===== src/rtl/uart_pkg.sv =====
// Shared types and constants for the parametrised UART transmit path.
package uart_pkg;

    typedef enum logic [2:0] {
        S_IDLE,
        S_START,
        S_DATA,
        S_PARITY,
        S_STOP
    } tx_state_e;

    localparam int PARITY_NONE = 0;
    localparam int PARITY_ODD  = 1;
    localparam int PARITY_EVEN = 2;

    // Ceiling log2, clamped to at least 1 so it is always usable as a width.
    function automatic int clog2(input int value);
        int r;
        r = 0;
        while ((1 << r) < value) r++;
        return (r < 1) ? 1 : r;
    endfunction

endpackage


===== src/rtl/uart_tx_fifo.sv =====
// Small synchronous FIFO; the head word is visible combinationally on rd_data.
module uart_tx_fifo
    import uart_pkg::*;
#(
    parameter int WIDTH = 8,
    parameter int DEPTH = 4
) (
    input  logic             clk,
    input  logic             rst,
    input  logic             wr_en,
    input  logic [WIDTH-1:0] wr_data,
    input  logic             rd_en,
    output logic [WIDTH-1:0] rd_data,
    output logic             full,
    output logic             empty
);
    localparam int AW = clog2(DEPTH);

    logic [WIDTH-1:0] mem_q [DEPTH];
    logic [AW:0]      wr_ptr_q, rd_ptr_q;
    logic             do_wr, do_rd;

    // Pointers carry one extra wrap bit so full and empty are distinguishable.
    assign empty   = (wr_ptr_q == rd_ptr_q);
    assign full    = (wr_ptr_q[AW] != rd_ptr_q[AW]) && (wr_ptr_q[AW-1:0] == rd_ptr_q[AW-1:0]);
    assign do_wr   = wr_en && !full;
    assign do_rd   = rd_en && !empty;
    assign rd_data = mem_q[rd_ptr_q[AW-1:0]];

    always_ff @(posedge clk or posedge rst) begin
        if (rst) begin
            wr_ptr_q <= '0;
            rd_ptr_q <= '0;
        end else begin
            if (do_wr) wr_ptr_q <= wr_ptr_q + 1'b1;
            if (do_rd) rd_ptr_q <= rd_ptr_q + 1'b1;
        end
    end

    always_ff @(posedge clk) begin
        if (do_wr) mem_q[wr_ptr_q[AW-1:0]] <= wr_data;
    end

endmodule


===== src/rtl/uart_tx_param.sv =====
// UART transmitter with an internal bit-period counter and a buffered write port.
module uart_tx_param
    import uart_pkg::*;
#(
    parameter int DATA_BITS    = 8,
    parameter int CLKS_PER_BIT = 868,
    parameter int PARITY       = 0,
    parameter int STOP_BITS    = 1,
    parameter int FIFO_DEPTH   = 4
) (
    input  logic                 clk,
    input  logic                 rst,
    input  logic [DATA_BITS-1:0] tx_data,
    input  logic                 tx_valid,
    output logic                 tx_ready,
    output logic                 tx_out,
    output logic                 tx_busy
);
    localparam int CW = clog2(CLKS_PER_BIT);
    localparam int BW = clog2(DATA_BITS);
    localparam logic [CW-1:0] BAUD_LAST = CW'(CLKS_PER_BIT - 1);
    localparam logic [BW-1:0] DATA_LAST = BW'(DATA_BITS - 1);
    localparam logic [BW-1:0] STOP_LAST = BW'(STOP_BITS - 1);

    if (DATA_BITS < 5 || DATA_BITS > 9 || CLKS_PER_BIT < 2 ||
        PARITY < PARITY_NONE || PARITY > PARITY_EVEN ||
        (STOP_BITS != 1 && STOP_BITS != 2) ||
        FIFO_DEPTH < 2 || (FIFO_DEPTH & (FIFO_DEPTH - 1)) != 0) begin : g_bad_param
        $error("uart_tx_param: illegal parameter value");
    end

    tx_state_e            state_q;
    logic [CW-1:0]        baud_q;
    logic [BW-1:0]        bit_q;
    logic [DATA_BITS-1:0] shreg_q;
    logic                 par_q;
    logic                 tx_q;

    logic [DATA_BITS-1:0] head;
    logic                 fifo_full, fifo_empty;
    logic                 bit_end, pop, par_d;

    uart_tx_fifo #(.WIDTH(DATA_BITS), .DEPTH(FIFO_DEPTH)) u_fifo (
        .clk     (clk),
        .rst     (rst),
        .wr_en   (tx_valid),
        .wr_data (tx_data),
        .rd_en   (pop),
        .rd_data (head),
        .full    (fifo_full),
        .empty   (fifo_empty)
    );

    assign bit_end  = (baud_q == BAUD_LAST);
    assign par_d    = (^head) ^ (PARITY == PARITY_ODD);
    assign tx_ready = !fifo_full;
    assign tx_out   = tx_q;
    assign tx_busy  = (state_q != S_IDLE) || !fifo_empty;

    // Pop from IDLE immediately, or at the close of the last stop bit for gapless frames.
    always_comb begin
        pop = 1'b0;
        if (!fifo_empty) begin
            if (state_q == S_IDLE) pop = 1'b1;
            else if (state_q == S_STOP && bit_end && bit_q == STOP_LAST) pop = 1'b1;
        end
    end

    always_ff @(posedge clk or posedge rst) begin
        if (rst) begin
            state_q <= S_IDLE;
            baud_q  <= '0;
            bit_q   <= '0;
            shreg_q <= '0;
            par_q   <= 1'b0;
            tx_q    <= 1'b1;
        end else if (state_q == S_IDLE) begin
            tx_q   <= 1'b1;
            baud_q <= '0;
            if (pop) begin
                shreg_q <= head;
                par_q   <= par_d;
                tx_q    <= 1'b0;
                bit_q   <= '0;
                state_q <= S_START;
            end
        end else if (!bit_end) begin
            baud_q <= baud_q + 1'b1;
        end else begin
            baud_q <= '0;
            case (state_q)
                S_START: begin
                    tx_q    <= shreg_q[0];
                    shreg_q <= {1'b0, shreg_q[DATA_BITS-1:1]};
                    bit_q   <= '0;
                    state_q <= S_DATA;
                end
                S_DATA: begin
                    if (bit_q == DATA_LAST) begin
                        bit_q <= '0;
                        if (PARITY != PARITY_NONE) begin
                            tx_q    <= par_q;
                            state_q <= S_PARITY;
                        end else begin
                            tx_q    <= 1'b1;
                            state_q <= S_STOP;
                        end
                    end else begin
                        bit_q   <= bit_q + 1'b1;
                        tx_q    <= shreg_q[0];
                        shreg_q <= {1'b0, shreg_q[DATA_BITS-1:1]};
                    end
                end
                S_PARITY: begin
                    tx_q    <= 1'b1;
                    bit_q   <= '0;
                    state_q <= S_STOP;
                end
                S_STOP: begin
                    if (bit_q != STOP_LAST) begin
                        bit_q <= bit_q + 1'b1;
                    end else if (pop) begin
                        shreg_q <= head;
                        par_q   <= par_d;
                        tx_q    <= 1'b0;
                        bit_q   <= '0;
                        state_q <= S_START;
                    end else begin
                        tx_q    <= 1'b1;
                        bit_q   <= '0;
                        state_q <= S_IDLE;
                    end
                end
                default: state_q <= S_IDLE;
            endcase
        end
    end

endmodule


===== config.mk =====
export PLATFORM = sky130hd
export DESIGN_NAME = uart_tx_param
export DESIGN_NICKNAME = d
export VERILOG_FILES = /design/src/rtl/uart_pkg.sv /design/src/rtl/uart_tx_fifo.sv /design/src/rtl/uart_tx_param.sv
export SDC_FILE = /design/constraint.sdc
export NUM_CORES = 1
export LEC_CHECK = 0
export CORE_ASPECT_RATIO = 1.5
export CORE_MARGIN = 2
export CORE_UTILIZATION = 55
export CTS_CLUSTER_DIAMETER = 50
export DETAILED_ROUTE_END_ITERATION = 7
export DONT_BUFFER_PORTS = 1
export GPL_TIMING_DRIVEN = 0
export HOLD_SLACK_MARGIN = 0.1
export PLACE_DENSITY = 0.67
export SYNTH_ARGS = -nofsm -noshare
export SYNTH_HDL_FRONTEND = slang
export SYNTH_SLANG_ARGS = --single-unit

===== constraint.sdc =====
create_clock -name clk -period 6.2 [get_ports clk]
set_input_delay 0.62 -clock clk [delete_from_list [all_inputs] [get_ports clk]]
set_output_delay 0.62 -clock clk [all_outputs]
set_load 0.02 [all_outputs]

==> impl_metrics.yaml <==
cts:
  worstSkewPairLatency_ns: 0.35
  cts_setup_buffers: 0
  clkTransAtPathRegs_ns: 0.07
  cts_tree: "built"
  htreeDepth: 3
  cts_hold_buffers: 0
  numCtsBuffers: 9
  cts_buffer_depth: 2
  cts.sinks: 63
  cts_resized: 0
  root_buffer: "clkbuf_8"
global_routing:
  gr-total-overflow: 0
  grt_start_max_net_pins: 32
  antenna_found_initial: 0
  grt_pass1_vias: 1927
  track_usage_pct: 20.5
  met2_usage_pct: 37.1
  grt_use_met1_pct: 22.1
  top_usage_layer: "met2"
  grt_pass1_wl_mm: 9.05
  grtUsageMet3_pct: 5.66
yosys:
  synth_top_area_cell: "edfxtp_1"
  syn_inst: 228
  synth_top_flop_cell: "edfxtp_1"
  syn_area_per_cell_um2: 12.8
  synth_common_cells: "edfxtp_1 (32), dfrtp_1 (30), nor2_1 (21)"
  yosysMostFrequentCell: "edfxtp_1"
  ys_top_cells_by_area: "edfxtp_1 (33%), dfrtp_1 (26%), mux4_2 (6.2%)"
  yosys.area.top_type_share_pct: 33.0
  synth-edff-count: 32
  syn_area_mm2: 0.00292
  syn_nets: 248
  synth_cell_types: 46
  ys_ff_latch: 63
  ys_warn_count: 0
  synthArstFlopShare_pct: 49.2
  synth-seq-area-share_pct: 59.6
pwr:
  p_seq_share_pct: 51.4
  power_mw: 1.00
  p_switching_uw: 244
  power.share.clock_pct: 38.0
  peakVddDrop_mv: 0.195
  p_sw_share_pct: 24.3
  p_int_uw: 760
  pwr-share-comb_pct: 10.6
  powerDensity_mw_per_mm2: 310
  cellLeakagePower_nw: 1.28
placement:
  dp.cells: 296
  place_area_mm2: 0.00300
  hpwl_mm: 3.81
  place_ws_ns: 3.83
  portBuffers: 0
  gp_congestion: 0.768
floorplan:
  start_util_pct: 56.9
  dieArea_mm2: 0.00591
  die_h_um: 93.2
  io-pin-count: 14
  die_w_um: 63.4
  core_area_mm2: 0.00512
  row_count: 32
routing:
  avgViaCountPerCell: 5.86
  routed_wl_mm: 5.38
  drt-pass1-iter-count: 4
  drc: 0
  wl_per_cell_um: 17.2
  drt_iter0_drc: 179
  vias: 1833
  ant_nets: 0
timing:
  whs_ns: 0.136
  post-route-period-util_pct: 41.2
  fin_tns_setup_ns: 0
  slew_headroom_pct: 57.3
  rsz0062_at_grt: "no"
  min_period_ns: 2.56
  fmax_mhz: 391
  setup_viol: 0
  finClkSkew_ns: 0.0125
  slew_violations: 0
  fin_ws_ns: 3.64
  worst_pin_slew_ns: 0.640
  finalHoldViolations: 0
run:
  drv_cap: 0
layout:
  layout.nets: 260
  syn_to_final_growth_pct: 11.1
  final.fill_count: 426
  final_cells: 313
  n_antenna_cell: 0
  final_core_util_pct: 63.2
  fin_area_mm2: 0.00324
  drive_above_1_share_pct: 13.1
setup_path:
  setup.worst_path.start: "u_fifo.rd_ptr_q[1]"
  endpoint_kind: "primary output"
  criticalPathCategory: "flip-flop to primary output"
  r2r_start: "baud_q[0]"
  cp.arrival_ns: 1.94
  worstRegToRegCells: 7
  r2r-end: "shreg_q[6]"
  crit_fanout: 10
  cp-start-kind: "flip-flop"
  rrSetupSlack_ns: 3.80
  crit_required_ns: 5.58
min_path:
  min_path_type: "input port to asynchronous set/reset pin"
outcome:
  status: "finished clean"
-- flip-flops by register name (all words and copies together) (netlist names) --
name	cells
bit_q	3
tx_out	1
u_fifo.mem_q	32
shreg_q	8
u_fifo.rd_ptr_q	3
state_q	3
u_fifo.wr_ptr_q	3
baud_q	10
-- layout by cell type, fill, tap and decap left out, types with 3 or more instances in the layout --
master    netlist  layout
xor2_1          4       4
o21ai_0         7       7
a22o_1          3       3
edfxtp_1       32      32
nand2_1        15      15
clkbuf_1        5       5
nor2_1         21      21
a21o_1          4       4
mux4_2          8       8
nand3_1         5       5
nor3_1          6       6
a21oi_1        11      11
inv_1           8       8
nand3b_1        3       3
and3_1          5       5
dfrtp_1        30      30
ha_1            9       9
clkbuf_8        0       9
nand2b_1        5       5
o22ai_1         3       3
xnor2_1        11      11
-- kinds of logic (layout without fill, tap and decap cells) --
kind of cell    count (synthesis)  count (layout)  share of synthesized area, %
compound gates                 40              40                          8.93
xor+xnor                       15              15                          4.51
fa+ha+maj                       9               9                          3.86
buf+inv                        16              33                          2.40
flops                          63              63                          59.6
mux                            11              11                          7.30
simple gates                   74              74                          13.4
-- layer usage --
metal	share of wire, %	routed length, um
met5	0	0
met4	2.3	125
met3	4.0	216
met2	55	2960
met1	39	2080
-- cell type report --
type	count	area [um^2]	area share, %
Sequential cell	63	1740	53.7
Multi-Input combinational cell	149	1110	34.2
Clock buffer	9	124	3.82
Clock inverter	7	87.6	2.70
Tap cell	68	85.1	2.63
Buffer	8	40.0	1.24
Inverter	8	30.0	0.927
Timing Repair Buffer	1	27.5	0.850
-- power by group through the flow --
stage	logic, mW	registers [mW]	clock network (mW)
after global placement	0.100	0.521	0
after floorplan	0.0814	0.518	0
after CTS	0.107	0.517	0.388
after global routing	0.122	0.521	0.405
after detailed placement	0.107	0.525	0
final	0.107	0.516	0.382
-- critical path, stage by stage, from the launching register on --
cell and delay [ns]:
dfrtp_1 0.35, clkbuf_1 0.50, xnor2_1 0.21, nand3b_1 0.21, nand2b_1 0.33
-- worst max path at each step --
stage                       to  slack [ns]  cells past startpoint
global route           tx_busy        3.48                      4
finish                 tx_busy        3.64                      4
global placement    shreg_q[6]        3.89                      7
floorplan           shreg_q[4]        4.08                      7
CTS                    tx_busy        3.56                      4
detailed placement  shreg_q[6]        3.83                      7
Power figures use the tool's default switching activity.
